===== src/rtl/audio_bar_renderer_pkg.sv =====
// Shared types and defaults for the spectrum-bar pixel stage.
package audio_bar_renderer_pkg;

   // Default geometry and widths; the top module exposes them as parameters.
   localparam int DEFAULT_SCREEN_HEIGHT = 480;
   localparam int DEFAULT_COORD_WIDTH   = 16;
   localparam int DEFAULT_NUM_BARS      = 16;
   localparam int DEFAULT_BAR_WIDTH     = 40;
   localparam int DEFAULT_BAR_GAP       = 4;
   localparam int DEFAULT_MAG_WIDTH     = 9;
   localparam int DEFAULT_IDX_WIDTH     = 4;

   // Clocks from generator row/col/syncs to the VGA pins. The pixel path
   // is built as exactly two stages, so this value must stay at 2.
   localparam int PIPE_LATENCY = 2;

   // 12-bit RGB as it leaves the chip.
   typedef struct packed {
      logic [3:0] r;
      logic [3:0] g;
      logic [3:0] b;
   } rgb_t;

   localparam rgb_t BLACK    = '{r: 4'h0, g: 4'h0, b: 4'h0};
   // Lower three quarters of the screen: green.
   localparam rgb_t BAR_LOW  = '{r: 4'h0, g: 4'hF, b: 4'h0};
   // Top quarter of the screen: red.
   localparam rgb_t BAR_HIGH = '{r: 4'hF, g: 4'h0, b: 4'h0};

   // Sync/enable bundle carried alongside the pixel data.
   typedef struct packed {
      logic hs;
      logic vs;
      logic de;
   } sync_t;

   // Inactive syncs (active-low) and blanked data enable.
   localparam sync_t SYNC_IDLE = '{hs: 1'b1, vs: 1'b1, de: 1'b0};

endpackage


===== src/rtl/audio_bar_renderer_bank.sv =====
// Double-buffered magnitude store: the writer fills the shadow bank, a
// commit arms a swap, and the swap happens only on the next frame pulse so
// a frame is always drawn from one consistent spectrum.
module bar_bank_pingpong
   import audio_bar_renderer_pkg::*;
#(
   parameter int NUM_BARS  = DEFAULT_NUM_BARS,
   parameter int MAG_WIDTH = DEFAULT_MAG_WIDTH,
   parameter int IDX_WIDTH = DEFAULT_IDX_WIDTH
) (
   input  logic                 clk,
   input  logic                 resetn,
   input  logic                 i_wr_en,
   input  logic [IDX_WIDTH-1:0] i_wr_idx,
   input  logic [MAG_WIDTH-1:0] i_wr_mag,
   input  logic                 i_commit,
   input  logic                 i_frame_pulse,
   input  logic [IDX_WIDTH:0]   i_rd_idx,
   output logic [MAG_WIDTH-1:0] o_rd_mag,
   output logic                 o_swap_pending,
   output logic                 o_active_bank
);

   localparam int RDW = IDX_WIDTH + 1;

   logic [MAG_WIDTH-1:0] r_bank [2][NUM_BARS];
   logic                 r_active;
   logic                 r_swap_pending;

   logic w_swap;
   logic w_wr_bank;
   logic w_wr_ok;
   logic w_rd_ok;

   // A swap is a frame pulse that finds a commit waiting.
   assign w_swap = i_frame_pulse & r_swap_pending;

   // Writes go to whichever bank is shadow after this edge, so a write
   // coinciding with a swap lands in the bank that was active until now.
   assign w_wr_bank = w_swap ? r_active : ~r_active;

   // Indices past the last bar are dropped (compare is widened by one bit
   // so it still means something when NUM_BARS fills the index range).
   assign w_wr_ok = i_wr_en && ({1'b0, i_wr_idx} < RDW'(NUM_BARS));

   // Shadow-bank write port; both banks clear on reset.
   always_ff @(posedge clk or negedge resetn) begin
      if (!resetn) begin
         for (int b = 0; b < 2; b++) begin
            for (int i = 0; i < NUM_BARS; i++) begin
               r_bank[b][i] <= '0;
            end
         end
      end else if (w_wr_ok) begin
         r_bank[w_wr_bank][i_wr_idx] <= i_wr_mag;
      end
   end

   // Commit/swap control: a commit on the swap cycle re-arms for next frame.
   always_ff @(posedge clk or negedge resetn) begin
      if (!resetn) begin
         r_active       <= 1'b0;
         r_swap_pending <= 1'b0;
      end else begin
         if (w_swap) begin
            r_active <= ~r_active;
         end
         if (i_commit) begin
            r_swap_pending <= 1'b1;
         end else if (w_swap) begin
            r_swap_pending <= 1'b0;
         end
      end
   end

   // Combinational read of the active bank; the saturated "past the last
   // bar" index reads as zero.
   always_comb begin
      w_rd_ok  = i_rd_idx < RDW'(NUM_BARS);
      o_rd_mag = '0;
      if (w_rd_ok) begin
         o_rd_mag = r_bank[r_active][i_rd_idx[IDX_WIDTH-1:0]];
      end
   end

   assign o_swap_pending = r_swap_pending;
   assign o_active_bank  = r_active;

endmodule


===== src/rtl/audio_bar_renderer.sv =====
// Spectrum-bar renderer sitting behind the VGA timing generator. Two
// register stages: stage 1 tracks the bar slot and pixel offset with a
// counter (no divide), stage 2 looks up the magnitude and picks a colour.
// Syncs and data enable ride through the same two stages bit-exact.
module audio_bar_renderer
   import audio_bar_renderer_pkg::*;
#(
   parameter int SCREEN_HEIGHT = DEFAULT_SCREEN_HEIGHT,
   parameter int COORD_WIDTH   = DEFAULT_COORD_WIDTH,
   parameter int NUM_BARS      = DEFAULT_NUM_BARS,
   parameter int BAR_WIDTH     = DEFAULT_BAR_WIDTH,
   parameter int BAR_GAP       = DEFAULT_BAR_GAP,
   parameter int MAG_WIDTH     = DEFAULT_MAG_WIDTH,
   parameter int IDX_WIDTH     = DEFAULT_IDX_WIDTH
) (
   input  logic                          clk,
   input  logic                          resetn,
   input  logic signed [COORD_WIDTH-1:0] row,
   input  logic signed [COORD_WIDTH-1:0] col,
   input  logic                          hsync_in,
   input  logic                          vsync_in,
   input  logic                          de_in,
   input  logic                          frame_pulse,
   input  logic                          bin_wr_en,
   input  logic [IDX_WIDTH-1:0]          bin_wr_idx,
   input  logic [MAG_WIDTH-1:0]          bin_wr_mag,
   input  logic                          bin_commit,
   output logic                          swap_pending,
   output logic [3:0]                    vga_r,
   output logic [3:0]                    vga_g,
   output logic [3:0]                    vga_b,
   output logic                          hsync,
   output logic                          vsync,
   output logic                          de
);

   localparam int PX_W  = $clog2(BAR_WIDTH);
   // One extra bit so the bar counter can park at NUM_BARS past the last slot.
   localparam int BAR_W = IDX_WIDTH + 1;
   // Row arithmetic is done one bit wider than the coordinate, signed.
   localparam int CW1   = COORD_WIDTH + 1;

   // Stage 1 state.
   logic [PX_W-1:0]               r_px_s1;
   logic [BAR_W-1:0]              r_bar_s1;
   logic signed [COORD_WIDTH-1:0] r_row_s1;
   // Sync pipeline: entry 0 is stage 1, last entry drives the pins.
   sync_t                         r_sync [PIPE_LATENCY];
   // Stage 2 state.
   rgb_t                          r_rgb;

   logic [PX_W-1:0]               w_px_nxt;
   logic [BAR_W-1:0]              w_bar_nxt;
   logic [MAG_WIDTH-1:0]          w_rd_mag;
   logic [MAG_WIDTH-1:0]          w_mag;
   logic signed [CW1-1:0]         w_row_ext;
   logic signed [CW1-1:0]         w_thresh;
   logic                          w_lit;
   rgb_t                          w_colour;
   logic                          w_active_bank;

   // Next pixel offset / bar slot: restart at col 0, roll into the next
   // slot at the end of each one, and stop counting bars at NUM_BARS.
   always_comb begin
      w_px_nxt  = r_px_s1 + 1'b1;
      w_bar_nxt = r_bar_s1;
      if (col == '0) begin
         w_px_nxt  = '0;
         w_bar_nxt = '0;
      end else if (r_px_s1 == PX_W'(BAR_WIDTH - 1)) begin
         w_px_nxt = '0;
         if (r_bar_s1 != BAR_W'(NUM_BARS)) begin
            w_bar_nxt = r_bar_s1 + 1'b1;
         end
      end
   end

   // Stage 1 coordinate registers.
   always_ff @(posedge clk or negedge resetn) begin
      if (!resetn) begin
         r_px_s1  <= '0;
         r_bar_s1 <= '0;
         r_row_s1 <= '0;
      end else begin
         r_px_s1  <= w_px_nxt;
         r_bar_s1 <= w_bar_nxt;
         r_row_s1 <= row;
      end
   end

   // Sync/enable delay line, reset to inactive levels.
   always_ff @(posedge clk or negedge resetn) begin
      if (!resetn) begin
         for (int i = 0; i < PIPE_LATENCY; i++) begin
            r_sync[i] <= SYNC_IDLE;
         end
      end else begin
         r_sync[0] <= '{hs: hsync_in, vs: vsync_in, de: de_in};
         for (int i = 1; i < PIPE_LATENCY; i++) begin
            r_sync[i] <= r_sync[i-1];
         end
      end
   end

   bar_bank_pingpong #(
      .NUM_BARS  (NUM_BARS),
      .MAG_WIDTH (MAG_WIDTH),
      .IDX_WIDTH (IDX_WIDTH)
   ) u_bank (
      .clk            (clk),
      .resetn         (resetn),
      .i_wr_en        (bin_wr_en),
      .i_wr_idx       (bin_wr_idx),
      .i_wr_mag       (bin_wr_mag),
      .i_commit       (bin_commit),
      .i_frame_pulse  (frame_pulse),
      .i_rd_idx       (r_bar_s1),
      .o_rd_mag       (w_rd_mag),
      .o_swap_pending (swap_pending),
      .o_active_bank  (w_active_bank)
   );

   // Magnitude clamp and lit decision: a bar of height mag covers the
   // bottom mag rows, i.e. rows SCREEN_HEIGHT-mag .. SCREEN_HEIGHT-1.
   always_comb begin
      w_mag = w_rd_mag;
      if (w_rd_mag > MAG_WIDTH'(SCREEN_HEIGHT)) begin
         w_mag = MAG_WIDTH'(SCREEN_HEIGHT);
      end
      w_row_ext = $signed({r_row_s1[COORD_WIDTH-1], r_row_s1});
      w_thresh  = $signed(CW1'(SCREEN_HEIGHT) - CW1'(w_mag));
      w_lit     = r_sync[0].de
                  && (r_bar_s1 < BAR_W'(NUM_BARS))
                  && (r_px_s1 < PX_W'(BAR_WIDTH - BAR_GAP))
                  && (w_mag != '0)
                  && (w_row_ext >= w_thresh);
   end

   // Colour pick: top quarter of the screen red, rest green, else black.
   always_comb begin
      w_colour = BLACK;
      if (w_lit) begin
         if (w_row_ext < $signed(CW1'(SCREEN_HEIGHT / 4))) begin
            w_colour = BAR_HIGH;
         end else begin
            w_colour = BAR_LOW;
         end
      end
   end

   // Stage 2 colour register.
   always_ff @(posedge clk or negedge resetn) begin
      if (!resetn) begin
         r_rgb <= BLACK;
      end else begin
         r_rgb <= w_colour;
      end
   end

   assign vga_r = r_rgb.r;
   assign vga_g = r_rgb.g;
   assign vga_b = r_rgb.b;
   assign hsync = r_sync[PIPE_LATENCY-1].hs;
   assign vsync = r_sync[PIPE_LATENCY-1].vs;
   assign de    = r_sync[PIPE_LATENCY-1].de;

   // Bank select is internal bookkeeping; fold it into an unused sink.
   logic w_unused;
   assign w_unused = w_active_bank;

endmodule


===== config.mk =====
export PLATFORM = sky130hd
export DESIGN_NAME = audio_bar_renderer
export DESIGN_NICKNAME = d
export VERILOG_FILES = /design/src/rtl/audio_bar_renderer_pkg.sv /design/src/rtl/audio_bar_renderer_bank.sv /design/src/rtl/audio_bar_renderer.sv
export SDC_FILE = /design/constraint.sdc
export NUM_CORES = 1
export LEC_CHECK = 0
export ABC_AREA = 1
export CAP_MARGIN = 0
export CORE_ASPECT_RATIO = 1.2
export CORE_MARGIN = 2
export CORE_UTILIZATION = 57
export DETAILED_ROUTE_END_ITERATION = 8
export GPL_ROUTABILITY_DRIVEN = 0
export GPL_TIMING_DRIVEN = 0
export PLACE_DENSITY = 0.82
export SLEW_MARGIN = 20
export SYNTH_ARGS = -nofsm -noshare
export SYNTH_HDL_FRONTEND = slang
export SYNTH_SLANG_ARGS = --single-unit

===== constraint.sdc =====
create_clock -name clk -period 4.25 [get_ports clk]
set_input_delay 0.425 -clock clk [delete_from_list [all_inputs] [get_ports clk]]
set_output_delay 0.425 -clock clk [all_outputs]
set_load 0.03 [all_outputs]

==> results.sh <==
export IMPL_dp_slack_ns=-0.196
export IMPL_crit_arrival_ns=4.58
export IMPL_timing_slew_headroom_pct=44.6
export IMPL_synth_adder_area_share_pct=1.64
export IMPL_diodes=0
export IMPL_crit_path_end="vga_r[2]"
export IMPL_hp_start="vsync_in"
export IMPL_die_y_um=183
export IMPL_finalHoldViolCount=0
export IMPL_drt_iter0_drc=2206
export IMPL_clk_pin_slew_ns=0.06
export IMPL_grt_usage_pct=35.2
export IMPL_ir_worst_vdd_mv=0.428
export IMPL_grt_overflow_total=0
export IMPL_ys_types=41
export IMPL_synth_edf_count=0
export IMPL_hold_worst_slack_ns=0.307
export IMPL_final_setup_skew_ns=0.0163
export IMPL_cts_tree="done"
export IMPL_synth_top_area_share_pct=52.7
export IMPL_clock_sinks=325
export IMPL_yosys_top_cells_area="dfrtp_1, nand2_1, o21ai_0"
export IMPL_first_pass_iters=7
export IMPL_dp_cells=2284
export IMPL_core_area_um2=26300
export IMPL_clock_latency_ns=0.52
export IMPL_r2r_start="r_bar_s1[0]"
export IMPL_ys_warn_count=0
export IMPL_worst_r2r_endpoint="vga_r[2]"
export IMPL_place_hpwl_um=34700
export IMPL_synth_avg_cell_area_um2=8.13
export IMPL_synth_top_family_by_area="simple AND/OR/NAND/NOR gates"
export IMPL_yosysSeqAreaShare_pct=53.4
export IMPL_synth_seq_cells=325
export IMPL_synth_compound_area_share_pct=13.1
export IMPL_drt_total_wl_um=50100
export IMPL_area_delta_synth_final_pct=17.0
export IMPL_rows=65
export IMPL_ios=69
export IMPL_cp_required_ns=4.71
export IMPL_tns_ns=0
export IMPL_drc=0
export IMPL_synthMuxAreaShare_pct=0
export IMPL_fin_ws_ns=0.124
export IMPL_r2r_worst_path_cells=30
export IMPL_ant_nets=0
export IMPL_outcome="complete, no violations"
export IMPL_cts_buffer_depth=3
export IMPL_power_uw=13100
export IMPL_fin_crit_ns=4.13
export IMPL_p_leak_uw=0.00833
export IMPL_synth_xor_area_share_pct=0.337
export IMPL_cts_htree_levels=2
export IMPL_postSynthCellCount=1873
export IMPL_critPathMaxStageDelay_ns=0.46
export IMPL_start_util_pct=58.0
export IMPL_cp_slowest_cell="dfrtp_1"
export IMPL_drv_slew=0
export IMPL_crit_path_max_fanout=10
export IMPL_crit_type="reg2reg"
export IMPL_start_kind="flop"
export IMPL_post_drt_wl_per_cell_um=21.3
export IMPL_fin_cells=2350
export IMPL_syn_cell_area_um2=15200
export IMPL_port_buffer_count=64
export IMPL_synth_simple_area_share_pct=25.9
export IMPL_finalSetupViolCount=0
export IMPL_grt_max_degree=103
export IMPL_async_flop_share_pct=100
export IMPL_final_cell_mix="nand2_1, dfrtp_1, o21ai_0, nand3_1, clkbuf_1"
export IMPL_clock_fmax_mhz=242
export IMPL_power_per_cell_area_nw_per_um2=733
export IMPL_cts_root_buf="clkbuf_16"
export IMPL_min_path_type="in2reg"
export IMPL_via_per_inst=6.23
export IMPL_yosysTopAreaCell="dfrtp_1"
export IMPL_first_global_vias=14100
export IMPL_grt_first_pass_wirelength_um=76500
export IMPL_finalCritPeriodShare_pct=97.1
export IMPL_final_nets=2064
export IMPL_drive_above_1_share_pct=8.04
export IMPL_vias=14700
export IMPL_cts_buffers=35
export IMPL_die_w_um=153
export IMPL_crit_path_end_kind="flop"
export IMPL_crit_start="r_bar_s1[0]"
export IMPL_antenna_found_initial=0
export IMPL_path_common_cell="nand2_1"
export IMPL_mostFrequentLayoutCell="nand2_1"
export IMPL_die_area_um2=28100
export IMPL_ys_dominant_reg_cell="dfrtp_1"
export IMPL_ff2ff_setup_slack_ns=0.12
export IMPL_tightest_slew_ns=0.830
export IMPL_cap_viol_max_count=0
## state kept, by name, indices dropped and copies added (netlist names)
register and cells:
vga_r 1, r_bar_s1 5, u_bank.o_active_bank 1, r_row_s1 16, de 1, vsync 1
r_sync 3, r_px_s1 6, hsync 1, vga_g 1, u_bank.o_swap_pending 1, u_bank.r_bank 288
## stage by stage
stage	util (%)	instance area [um^2]
3_5_place_dp	62.5	16400
5_1_grt	67.8	17800
6_report	67.8	17800
2_1_floorplan	-	15300
3_3_place_gp	62.2	16300
4_1_cts	67.1	17600
## cell families (layout without fill, tap and decap cells)
family / Yosys count / in the layout
and+or+nand+nor: 961 / 961
AOI/OAI and AO/OA: 386 / 386
DFF: 325 / 325
buffers and inverters: 174 / 307
adders and majority gates: 20 / 20
xor gates and xnor gates: 5 / 5
other: 2 / 11
## final cells by class
class,instances,area (um^2)
Tap cell,335,419
Clock inverter,8,98.8
Timing Repair Buffer,72,786
Clock buffer,53,1070
Inverter,42,160
Fill cell,2105,8450
Multi-Input combinational cell,1383,6340
Buffer,132,805
Sequential cell,325,8140
## layer usage
metal / routed length, um / global-route usage [%] / vias to the layer above
met5: 0 / 0 / -
met1: 17700 / 43.4 / 6873
met2: 22900 / 56.8 / 1100
met4: 3820 / 22.6 / 0
li1: - / - / 6402
met3: 5710 / 7.47 / 275
## power by group
group          switching, uW  total (uW)  internal (uW)
sequential               814        5210           4400
clock                   1260        3110           1860
combinational           2990        4730           1740
total                   5060       13100           8000
## synthesized netlist by cell type (3+ instances only)
library cell	number
a21oi_1	34
nor4_1	6
inv_1	38
o211ai_1	10
o221ai_1	3
dfrtp_1	321
buf_4	19
nand3_2	5
buf_2	36
o21ai_0	318
ha_1	20
nor2_1	69
inv_2	3
nand3_1	184
nand2_1	678
clkbuf_1	66
dfstp_2	4
nand2_2	3
o21ai_1	7
nand4_1	5
o31ai_1	8
buf_6	10
## worst min-delay path by stage
stage | endpoint | cells after the start
finish | r_sync[4] | 1
global placement | hsync | 0
detailed placement | hsync | 0
floorplan | de | 0
CTS | r_sync[4] | 1
global route | r_sync[4] | 1
## what timing repair did
action,CTS,global route
hold buffers,1,0
pin swaps,0,9
hold endpoints to repair,44,0
gates cloned,0,1
buffers inserted,0,3
setup endpoints to repair,2,2
gates resized for setup,11,61
## critical path: cells and delay by family, from the launching register on
family	cells	cell delay (ns)
fa+ha+maj	2	0.36
compound gates	6	0.80
simple gates	17	1.79
flops	1	0.46
buf+inv	5	0.64
Note: power is estimated with default switching activity, not from simulation.
